[src/rtl/tnn_pkg.sv]
// Shared types for the race-logic sequencing blocks: wave FSM states and spike edge encoding.
// Spike lines idle high and fall once per wave; a line that never falls encodes infinity.
package tnn_pkg;

    typedef enum logic [1:0] {
        IDLE  = 2'd0,
        CLEAR = 2'd1,
        RUN   = 2'd2,
        DONE  = 2'd3
    } gamma_state_t;

    localparam logic SPIKE_NONE  = 1'b1;
    localparam logic SPIKE_FIRED = 1'b0;

endpackage

[src/rtl/edge_capture.sv]
// Records the step count of the first low sample of sig while en is high.
// Result registered one cycle after the sample; clear re-arms it for the next wave.
module edge_capture
    import tnn_pkg::*;
#(
    parameter int CW = 4
) (
    input  logic          clk,
    input  logic          rst,
    input  logic          clear,
    input  logic          en,
    input  logic          sig,
    input  logic [CW-1:0] t,
    output logic          captured,
    output logic [CW-1:0] t_cap
);

    always_ff @(posedge clk or posedge rst) begin
        if (rst) begin
            captured <= 1'b0;
            t_cap    <= '0;
        end else if (clear) begin
            captured <= 1'b0;
            t_cap    <= '0;
        end else if (en && !captured && (sig == SPIKE_FIRED)) begin
            captured <= 1'b1;
            t_cap    <= t;
        end
    end

endmodule

[src/rtl/gamma_ctrl.sv]
// Wave sequencer: clears the primitive network, replays input spike times as falling edges, timestamps the result edge.
// Result valid T_MAX+LAT+2 cycles after start; holds in DONE until out_ready, start ignored outside IDLE.
module gamma_ctrl
    import tnn_pkg::*;
#(
    parameter int N_IN  = 2,
    parameter int T_MAX = 8,
    parameter int LAT   = 1,
    parameter int TW    = $clog2(T_MAX + 1)
) (
    input  logic                 clk,
    input  logic                 rst,
    input  logic                 start,
    output logic                 ready,
    input  logic [N_IN-1:0][TW-1:0] in_times,
    output logic [N_IN-1:0]      spike_out,
    output logic                 prim_rst_n,
    input  logic                 res_in,
    output logic                 out_valid,
    input  logic                 out_ready,
    output logic [TW-1:0]        out_time
);

    localparam int CW = $clog2(T_MAX + LAT + 1);
    localparam logic [CW-1:0] LAST_T = CW'(T_MAX + LAT - 1);

    gamma_state_t state, state_nxt;

    logic [CW-1:0]           t;
    logic [N_IN-1:0][TW-1:0] times_q;
    logic                    run_en;
    logic                    last_step;
    logic                    captured;
    logic [CW-1:0]           t_cap;
    logic                    cap_now;
    logic                    hit;
    logic [CW-1:0]           t_hit;
    logic [CW-1:0]           t_adj;

    always_ff @(posedge clk or posedge rst) begin
        if (rst) begin
            state <= IDLE;
        end else begin
            state <= state_nxt;
        end
    end

    always_comb begin
        state_nxt = state;
        ready     = 1'b0;
        out_valid = 1'b0;
        case (state)
            IDLE: begin
                ready = 1'b1;
                if (start) begin
                    state_nxt = CLEAR;
                end
            end
            CLEAR: begin
                state_nxt = RUN;
            end
            RUN: begin
                if (last_step) begin
                    state_nxt = DONE;
                end
            end
            DONE: begin
                out_valid = 1'b1;
                if (out_ready) begin
                    state_nxt = IDLE;
                end
            end
            default: begin
                state_nxt = IDLE;
            end
        endcase
    end

    assign run_en    = (state == RUN);
    assign last_step = (t == LAST_T);

    always_ff @(posedge clk or posedge rst) begin
        if (rst) begin
            times_q <= '0;
        end else if (state == IDLE && start) begin
            times_q <= in_times;
        end
    end

    // t freezes on the last step so DONE keeps the final spike_out pattern.
    always_ff @(posedge clk or posedge rst) begin
        if (rst) begin
            t <= '0;
        end else if (state == CLEAR) begin
            t <= '0;
        end else if (run_en && !last_step) begin
            t <= t + 1'b1;
        end
    end

    // Registered from the next state so the clear pulse lines up exactly with CLEAR.
    always_ff @(posedge clk or posedge rst) begin
        if (rst) begin
            prim_rst_n <= 1'b0;
        end else begin
            prim_rst_n <= (state_nxt != CLEAR);
        end
    end

    always_comb begin
        for (int i = 0; i < N_IN; i++) begin
            spike_out[i] = SPIKE_NONE;
            if ((state == RUN || state == DONE) &&
                (times_q[i] < TW'(T_MAX)) &&
                (t >= CW'(times_q[i]))) begin
                spike_out[i] = SPIKE_FIRED;
            end
        end
    end

    edge_capture #(
        .CW(CW)
    ) u_edge_capture (
        .clk      (clk),
        .rst      (rst),
        .clear    (state == CLEAR),
        .en       (run_en),
        .sig      (res_in),
        .t        (t),
        .captured (captured),
        .t_cap    (t_cap)
    );

    // A capture on the very last step has not reached the capture register yet.
    assign cap_now = run_en && !captured && (res_in == SPIKE_FIRED);
    assign hit     = captured || cap_now;
    assign t_hit   = captured ? t_cap : t;
    assign t_adj   = (t_hit >= CW'(LAT)) ? (t_hit - CW'(LAT)) : '0;

    always_ff @(posedge clk or posedge rst) begin
        if (rst) begin
            out_time <= '0;
        end else if (run_en && last_step) begin
            out_time <= hit ? TW'(t_adj) : TW'(T_MAX);
        end
    end

endmodule
[config.mk]
export PLATFORM = sky130hd
export DESIGN_NAME = gamma_ctrl
export DESIGN_NICKNAME = d
export VERILOG_FILES = /design/src/rtl/tnn_pkg.sv /design/src/rtl/edge_capture.sv /design/src/rtl/gamma_ctrl.sv
export SDC_FILE = /design/constraint.sdc
export NUM_CORES = 1
export LEC_CHECK = 0
export CAP_MARGIN = 40
export CORE_ASPECT_RATIO = 1.5
export CORE_MARGIN = 2
export CORE_UTILIZATION = 50
export CTS_BUF_LIST = sky130_fd_sc_hd__clkbuf_2 sky130_fd_sc_hd__clkbuf_4 sky130_fd_sc_hd__clkbuf_8
export CTS_CLUSTER_DIAMETER = 150
export DETAILED_ROUTE_END_ITERATION = 8
export MAX_ROUTING_LAYER = met4
export PLACE_DENSITY_LB_ADDON = 0.3
export RECOVER_POWER = 25
export SKIP_CTS_REPAIR_TIMING = 1
export SLEW_MARGIN = 25
export SYNTH_ARGS = -nofsm -noshare
export SYNTH_HDL_FRONTEND = slang
export SYNTH_SLANG_ARGS = --single-unit
[constraint.sdc]
create_clock -name clk -period 1.98 [get_ports clk]
set_input_delay 0.594 -clock clk [delete_from_list [all_inputs] [get_ports clk]]
set_output_delay 0.594 -clock clk [all_outputs]
set_load 0.03 [all_outputs]
# After elaboration in Yosys (flattened, before gate mapping)
# Index checks and enable logic that the tools add are counted.
[classes]
n_reduce_logical = 16
bitwise = 1
shift = 0
n_addsub = 2
n_mul = 0
n_eq_ne = 5
div_mod_pow = 0
magnitude_cmp = 5
n_mux = 17
[ops]
columns = ["op", "n"]
rows = [
  ["4-bit 2-to-1 mux", 7],
  ["1-bit logical AND", 9],
  ["4-bit >= comparator", 2],
  ["4-bit less-than comparator (second input constant)", 2],
  ["2-bit case mux with 4 select lines", 1],
  ["1-bit 2-to-1 mux", 6],
  ["2-bit 2-to-1 mux", 3],
  ["4-bit by 1-bit adder with 4-bit output (second input constant)", 1],
  ["2-bit equality test (second input constant)", 2],
  ["4-bit equality test (second input constant)", 1],
  ["4-bit by 1-bit >= comparator with 1-bit output (second input constant)", 1],
  ["2-bit nonzero test", 2],
  ["4-bit by 1-bit subtractor with 4-bit output (second input constant)", 1],
  ["2-bit by 1-bit equality test with 1-bit output (second input constant)", 1],
  ["1-bit zero test", 2],
  ["2-bit zero test", 1],
  ["1-bit logical OR", 2],
  ["2-bit by 1-bit inequality test with 1-bit output (second input constant)", 1],
  ["1-bit NOT", 1],
]
[word_totals]
elab_cells = 54
mem_bits_rw = 0
memories = 0
out_inout_bits = 9
rom_bits = 0
in_bits = 13
reg_bits = 24
latch_bits = 0

# Depth between registers and ports, before layout
# Gate-level depths: netlist of run 1.
[depth]
word_depth = 5
depth_mapped = 8
depth_no_buf = 7

# Modules after synthesis
# From an unflattened synthesis of run 1, not the netlist that was laid out.
[unflattened]
hier_cells = 136
hier_area_um2 = 1438.9
[modules_own_cells]
columns = ["mod", "area_per_inst_um2", "seq_area_each_um2", "cells_per_inst", "instances"]
rows = [
  ["gamma_ctrl", 1168.6, 475.5, 114, 1],
  ["edge_capture", 270.3, 125.1, 22, 1],
]

# Least setup slack after synthesis of run 1
# Ideal clock, no wire load.
[synth_timing]
path_type = "reg2out"
startpoint = "reg t[0]"
endpoint = "out spike_out[0]"
arrival_time_ns = 1.627
required_time_ns = 1.386
path_buffers = 0
path_stages_with_launch = 8
slack_ns = -0.241
path_cell_list = "dfrtp_1 -> inv_1 -> ha_1 -> nand2b_1 -> a21o_1 -> a21o_1 -> a21oi_1 -> or3_1"
[synth_between]
elab_chain_len = 3
[synth_rtl]
columns = ["element", "line_no", "source"]
rows = [
  ["start: declaration", "gamma_ctrl.sv:29", "logic [CW-1:0] t;"],
  ["start signal: assignment", "gamma_ctrl.sv:97", "t <= t + 1'b1;"],
  ["4-bit >= comparator", "gamma_ctrl.sv:115", "(t >= CW'(times_q[i]))) begin"],
  ["1-bit logical AND", "gamma_ctrl.sv:114", "(times_q[i] < TW'(T_MAX)) &&"],
  ["1-bit 2-to-1 mux", "gamma_ctrl.sv:113", "if ((state == RUN || state == DONE) &&"],
  ["end: declaration", "gamma_ctrl.sv:16", "output logic [N_IN-1:0] spike_out,"],
]
# Every way passes these cells.

# Worst setup path after layout of run 1
# Ends and elaborated chain as after synthesis.

==> results of run 1 <==
==> power by group through the flow <==
| stage | sequential [mW] | clock, mW | combinational [mW] |
|---|---|---|---|
| after global routing | 0.884 | 0.365 | 2.14 |
| after detailed placement | 0.851 | 0 | 1.69 |
| after CTS | 0.841 | 0.341 | 1.71 |
| after floorplan | 0.910 | 0 | 1.10 |
| after global placement | 0.834 | 0 | 1.63 |
| final | 0.859 | 0.335 | 1.94 |
==> worst register-to-register path: stages, from the launching register on <==
cell and delay, ps:
sky130_fd_sc_hd__dfrtp_1 410, sky130_fd_sc_hd__buf_4 180, sky130_fd_sc_hd__mux2i_4 180, sky130_fd_sc_hd__inv_1 80
sky130_fd_sc_hd__ha_2 200, sky130_fd_sc_hd__and3b_4 310, sky130_fd_sc_hd__nand3b_1 70, sky130_fd_sc_hd__and3_1 220
sky130_fd_sc_hd__a22o_1 190
==> per-stage QoR <==
step | area (µm²) | setup WS, ps | utilization (%)
2_1_floorplan | 1410 | -97.8 | -
5_1_grt | 1860 | -553 | 69.3
4_1_cts | 1770 | -499 | 66.1
3_5_place_dp | 1710 | -190 | 64.0
3_3_place_gp | 1710 | -133 | 64.0
6_report | 1860 | -465 | 69.3
==> area by class of cell <==
cell class                 count  area [µm²]
tap                           37        46.3
multi-input combinational    102         812
clock buffer                   4        55.1
timing repair buffer          32         288
sequential                    24         602
fill                         191         821
inverter                      14        52.6
==> worst min-delay path by stage <==
stage                        to  slack [ps]  depth (start not counted)
finish              out_time[0]         510                          1
global route        out_time[1]         550                          1
CTS                 out_time[2]         510                          1
detailed placement  out_time[0]         490                          1
global placement     times_q[6]         490                          1
floorplan            times_q[1]         480                          1
==> layer usage <==
layer	vias up	routed length, µm
met2	31	1810
met3	11	81
li1	573	-
met4	0	115
met5	-	0
met1	575	1190
==> kinds of logic after synthesis <==
logic type                 synth area share, %
AOI/OAI and AO/OA                         15.3
and+or+nand+nor                           16.3
DFF                                       42.8
adders and majority gates                 10.7
muxes                                     8.56
xor gates and xnor gates                 0.625
buffers and inverters                     5.71
==> synth_stat cells (2+ instances only) <==
library cell               instances  area [µm²]
sky130_fd_sc_hd__clkbuf_1          2        7.51
sky130_fd_sc_hd__buf_2             3        15.0
sky130_fd_sc_hd__a22o_1            3        26.3
sky130_fd_sc_hd__ha_1             12         150
sky130_fd_sc_hd__a21oi_1          12        60.1
sky130_fd_sc_hd__or3_1             5        31.3
sky130_fd_sc_hd__o211ai_1          2        15.0
sky130_fd_sc_hd__a21o_1            4        30.0
sky130_fd_sc_hd__mux2_2            8        90.1
sky130_fd_sc_hd__nand2_1          10        37.5
sky130_fd_sc_hd__o21ai_0           8        40.0
sky130_fd_sc_hd__nand2b_1          2        12.5
sky130_fd_sc_hd__and3_1            4        25.0
sky130_fd_sc_hd__dfrtp_1          24         601
sky130_fd_sc_hd__o32ai_1           2        17.5
sky130_fd_sc_hd__inv_1            14        52.6
sky130_fd_sc_hd__nor2_1            8        30.0
sky130_fd_sc_hd__mux2i_1           3        30.0
sky130_fd_sc_hd__nor3_1            6        30.0
==> sequential cells by signal, summed over array words and instances, names as in the netlist <==
| name | cells |
|---|---|
| times_q | 8 |
| out_time | 4 |
| t | 4 |
| u_edge_capture.t_cap | 4 |
| state | 2 |
| prim_rst_n | 1 |
| u_edge_capture.captured | 1 |
==> impl_table.tex, run 1 <==
\begin{tabular}{lr}
\hline
Metric & Value \\
\hline
\multicolumn{2}{l}{\textbf{Outcome}} \\
Outcome & finished with violations \\
Violations in the final reports & negative setup slack \\
\multicolumn{2}{l}{\textbf{Setup path}} \\
Most frequent cell on the critical path & sky130\_fd\_sc\_hd\_\_a21o\_1 \\
Worst R2R Setup Slack & 50 ps \\
Cells along the critical path & inv\_2 -> ha\_4 -> nand2b\_4 -> a21o\_1 -> a21o\_1 -> a21oi\_2 -> or3\_4 -> buf\_6 \\
WP buf/inv & 2 \\
Family with the most delay on the worst path & compound AO/OA/AOI/OAI gates \\
Critical path start-end classification & register to output port \\
R2R Path Start & t[0] \\
Origin of the worst setup path & t[0] \\
Startpoint class of the critical path & register \\
Data arrival time of the critical path & 1850 ps \\
Critical Path Max Stage Delay & 410 ps \\
Crit path to & spike\_out[0] \\
Worst-path cell with the longest stage delay & sky130\_fd\_sc\_hd\_\_dfrtp\_1 \\
CP Capture Type & output port \\
Worst Path Required & 1390 ps \\
Maximum fanout encountered on the critical timing path & 3 \\
Terminus of the critical flop-to-flop path & out\_time[1] \\
WP depth & 8 \\
Depth of the worst register-to-register path & 8 \\
\multicolumn{2}{l}{\textbf{Synthesis}} \\
Synthesis Warnings & 0 \\
Number of flops mapped to enable cells by yosys & 0 \\
Share of the yosys chip area belonging to registers & 42.8\% \\
\#FFs+latches synth & 24 \\
Mean post-synth cell area & 9.61 µm² \\
Post-synth cell types & 33 \\
Post-Syn Area & about 0.0014 mm² \\
Count of mapped cells out of synthesis & 146 \\
FFs w/ async S/R, synth & 100\% \\
Most frequently used flop master after synthesis & sky130\_fd\_sc\_hd\_\_dfrtp\_1 \\
Number of nets produced by synthesis & approximately 170 \\
\multicolumn{2}{l}{\textbf{GRT}} \\
Leftover overflow at the end of global routing & 0 \\
Number of antenna violations at the first check in global routing & 0 \\
Wire length of the first global-routing pass & just over 5 mm \\
Global routing usage on met1 & 24.0\% \\
Global-route track usage on met2 & between 30 and 40\% \\
Met3 track demand over resource in global routing & 3.13\% \\
Via count of the first global-routing pass & 1173 \\
GRT busiest layer & met2 \\
Total GRT Usage & a little under a quarter \\
Maximum number of pins on one net before global-route repair & 25 \\
\multicolumn{2}{l}{\textbf{Timing}} \\
Hold WS & 509 ps \\
RSZ-0062 raised after global routing & true \\
Highest clock frequency the design can meet & 409 MHz \\
Aggregate negative setup slack & -920 ps \\
Total setup violations reported at the end of the flow & 2 \\
Period utilisation layout & 123\% \\
Tightest Pin Transition & 614 ps \\
Final critical path time including I/O delays and setup & 2450 ps \\
Worst setup skew after layout & roughly 4.3 ps \\
Slew Viols, Final & 0 \\
Slew margin rel. & 59.1\% \\
Hold Violations, Final & 0 \\
Min setup slack post-route & -465 ps \\
\multicolumn{2}{l}{\textbf{Power and ir drop}} \\
Internal power & between 1.5 and 2 mW \\
Worst vdd rail ir drop & 1040 µV \\
Sw Share & 41.5\% \\
Power density normalized to cell area & 1690 mW/mm² \\
Leakage power & 0.885 nW \\
Switching Power & roughly 1.3 mW \\
Logic pwr share & a little over 60\% \\
Sequential power share & 27.4\% \\
Portion of total power attributed to the clock network & 10.7\% \\
Design Power & 3.14 mW \\
\multicolumn{2}{l}{\textbf{Drt}} \\
Count of TritonRoute iterations in the first routing pass & 4 \\
DRT antenna net count & 0 \\
Final Routed Wirelength & 3.19 mm \\
Per-cell via count in the routed design & 5.59 \\
Via count & 1190 \\
Count of unresolved DRC violations after routing & 0 \\
Routed WL per cell & 15.0 µm \\
Drt initial violations & 42 \\
\multicolumn{2}{l}{\textbf{Cells and area}} \\
Layout cells sized above 1 & 25.0\% \\
Antenna cells & 0 \\
Area added between synthesis and finish & 32.3\% \\
Finished Layout Cells & between 200 and 250 \\
Top library cells by usage in the layout, fill and taps aside & sky130\_fd\_sc\_hd\_\_dfrtp\_1, sky130\_fd\_sc\_hd\_\_clkdlybuf4s50\_1, sky130\_fd\_sc\_hd\_\_inv\_1, sky130\_fd\_sc\_hd\_\_buf\_4, sky130\_fd\_sc\_hd\_\_a21oi\_1 \\
Layout net count & $\sim$200 \\
Most common cell after layout, fill and taps aside & sky130\_fd\_sc\_hd\_\_dfrtp\_1 \\
\multicolumn{2}{l}{\textbf{Clock network}} \\
Root Buffer & sky130\_fd\_sc\_hd\_\_clkbuf\_8 \\
Insertion delay of the later-clocked pin in the worst-skew pair & approximately 270 ps \\
CTS buffer count & 3 \\
Count of H-tree levels built during CTS & 1 \\
Number of clock sinks & 24 \\
CTS tree & done \\
Clock transition at the registers of the reported paths & around 80 ps \\
Maximum clock insertion buffer count & 2 \\
\multicolumn{2}{l}{\textbf{Placed design}} \\
Total placed cells including tap cells & 209 \\
Port buffer count & 21 \\
DP HPWL & 2.29 mm \\
Final Wtd Congestion & 0.852 \\
\multicolumn{2}{l}{\textbf{Floorplan}} \\
Die area & 0.00325 mm² \\
Floorplan die width & 47.2 µm \\
Number of standard-cell rows in the floorplan & 23 \\
Core footprint & around 0.0027 mm² \\
Die span in y & between 60 and 70 µm \\
I/O Pins & 22 \\
Initial Utilization & around 52\% \\
\multicolumn{2}{l}{\textbf{Worst hold path}} \\
Hold Crit Class & register to register \\
Startpoint of the worst hold path & out\_time[0] \\
\multicolumn{2}{l}{\textbf{Flow run}} \\
Max-cap check violation count & 0 \\
\hline
\end{tabular}
Note: power is estimated with default switching activity, not from simulation.
==> inputs of run 2 (changes only) <==
--- a/config.mk
+++ b/config.mk
@@ -12,6 +12,7 @@
 export CTS_BUF_LIST = sky130_fd_sc_hd__clkbuf_2 sky130_fd_sc_hd__clkbuf_4 sky130_fd_sc_hd__clkbuf_8
 export CTS_CLUSTER_DIAMETER = 150
 export DETAILED_ROUTE_END_ITERATION = 8
+export HOLD_SLACK_MARGIN = 0.03
 export MAX_ROUTING_LAYER = met4
 export PLACE_DENSITY_LB_ADDON = 0.3
 export RECOVER_POWER = 25
==> results of run 2 <==
The final DEF is identical to that of run 1; final timing and power are the same.
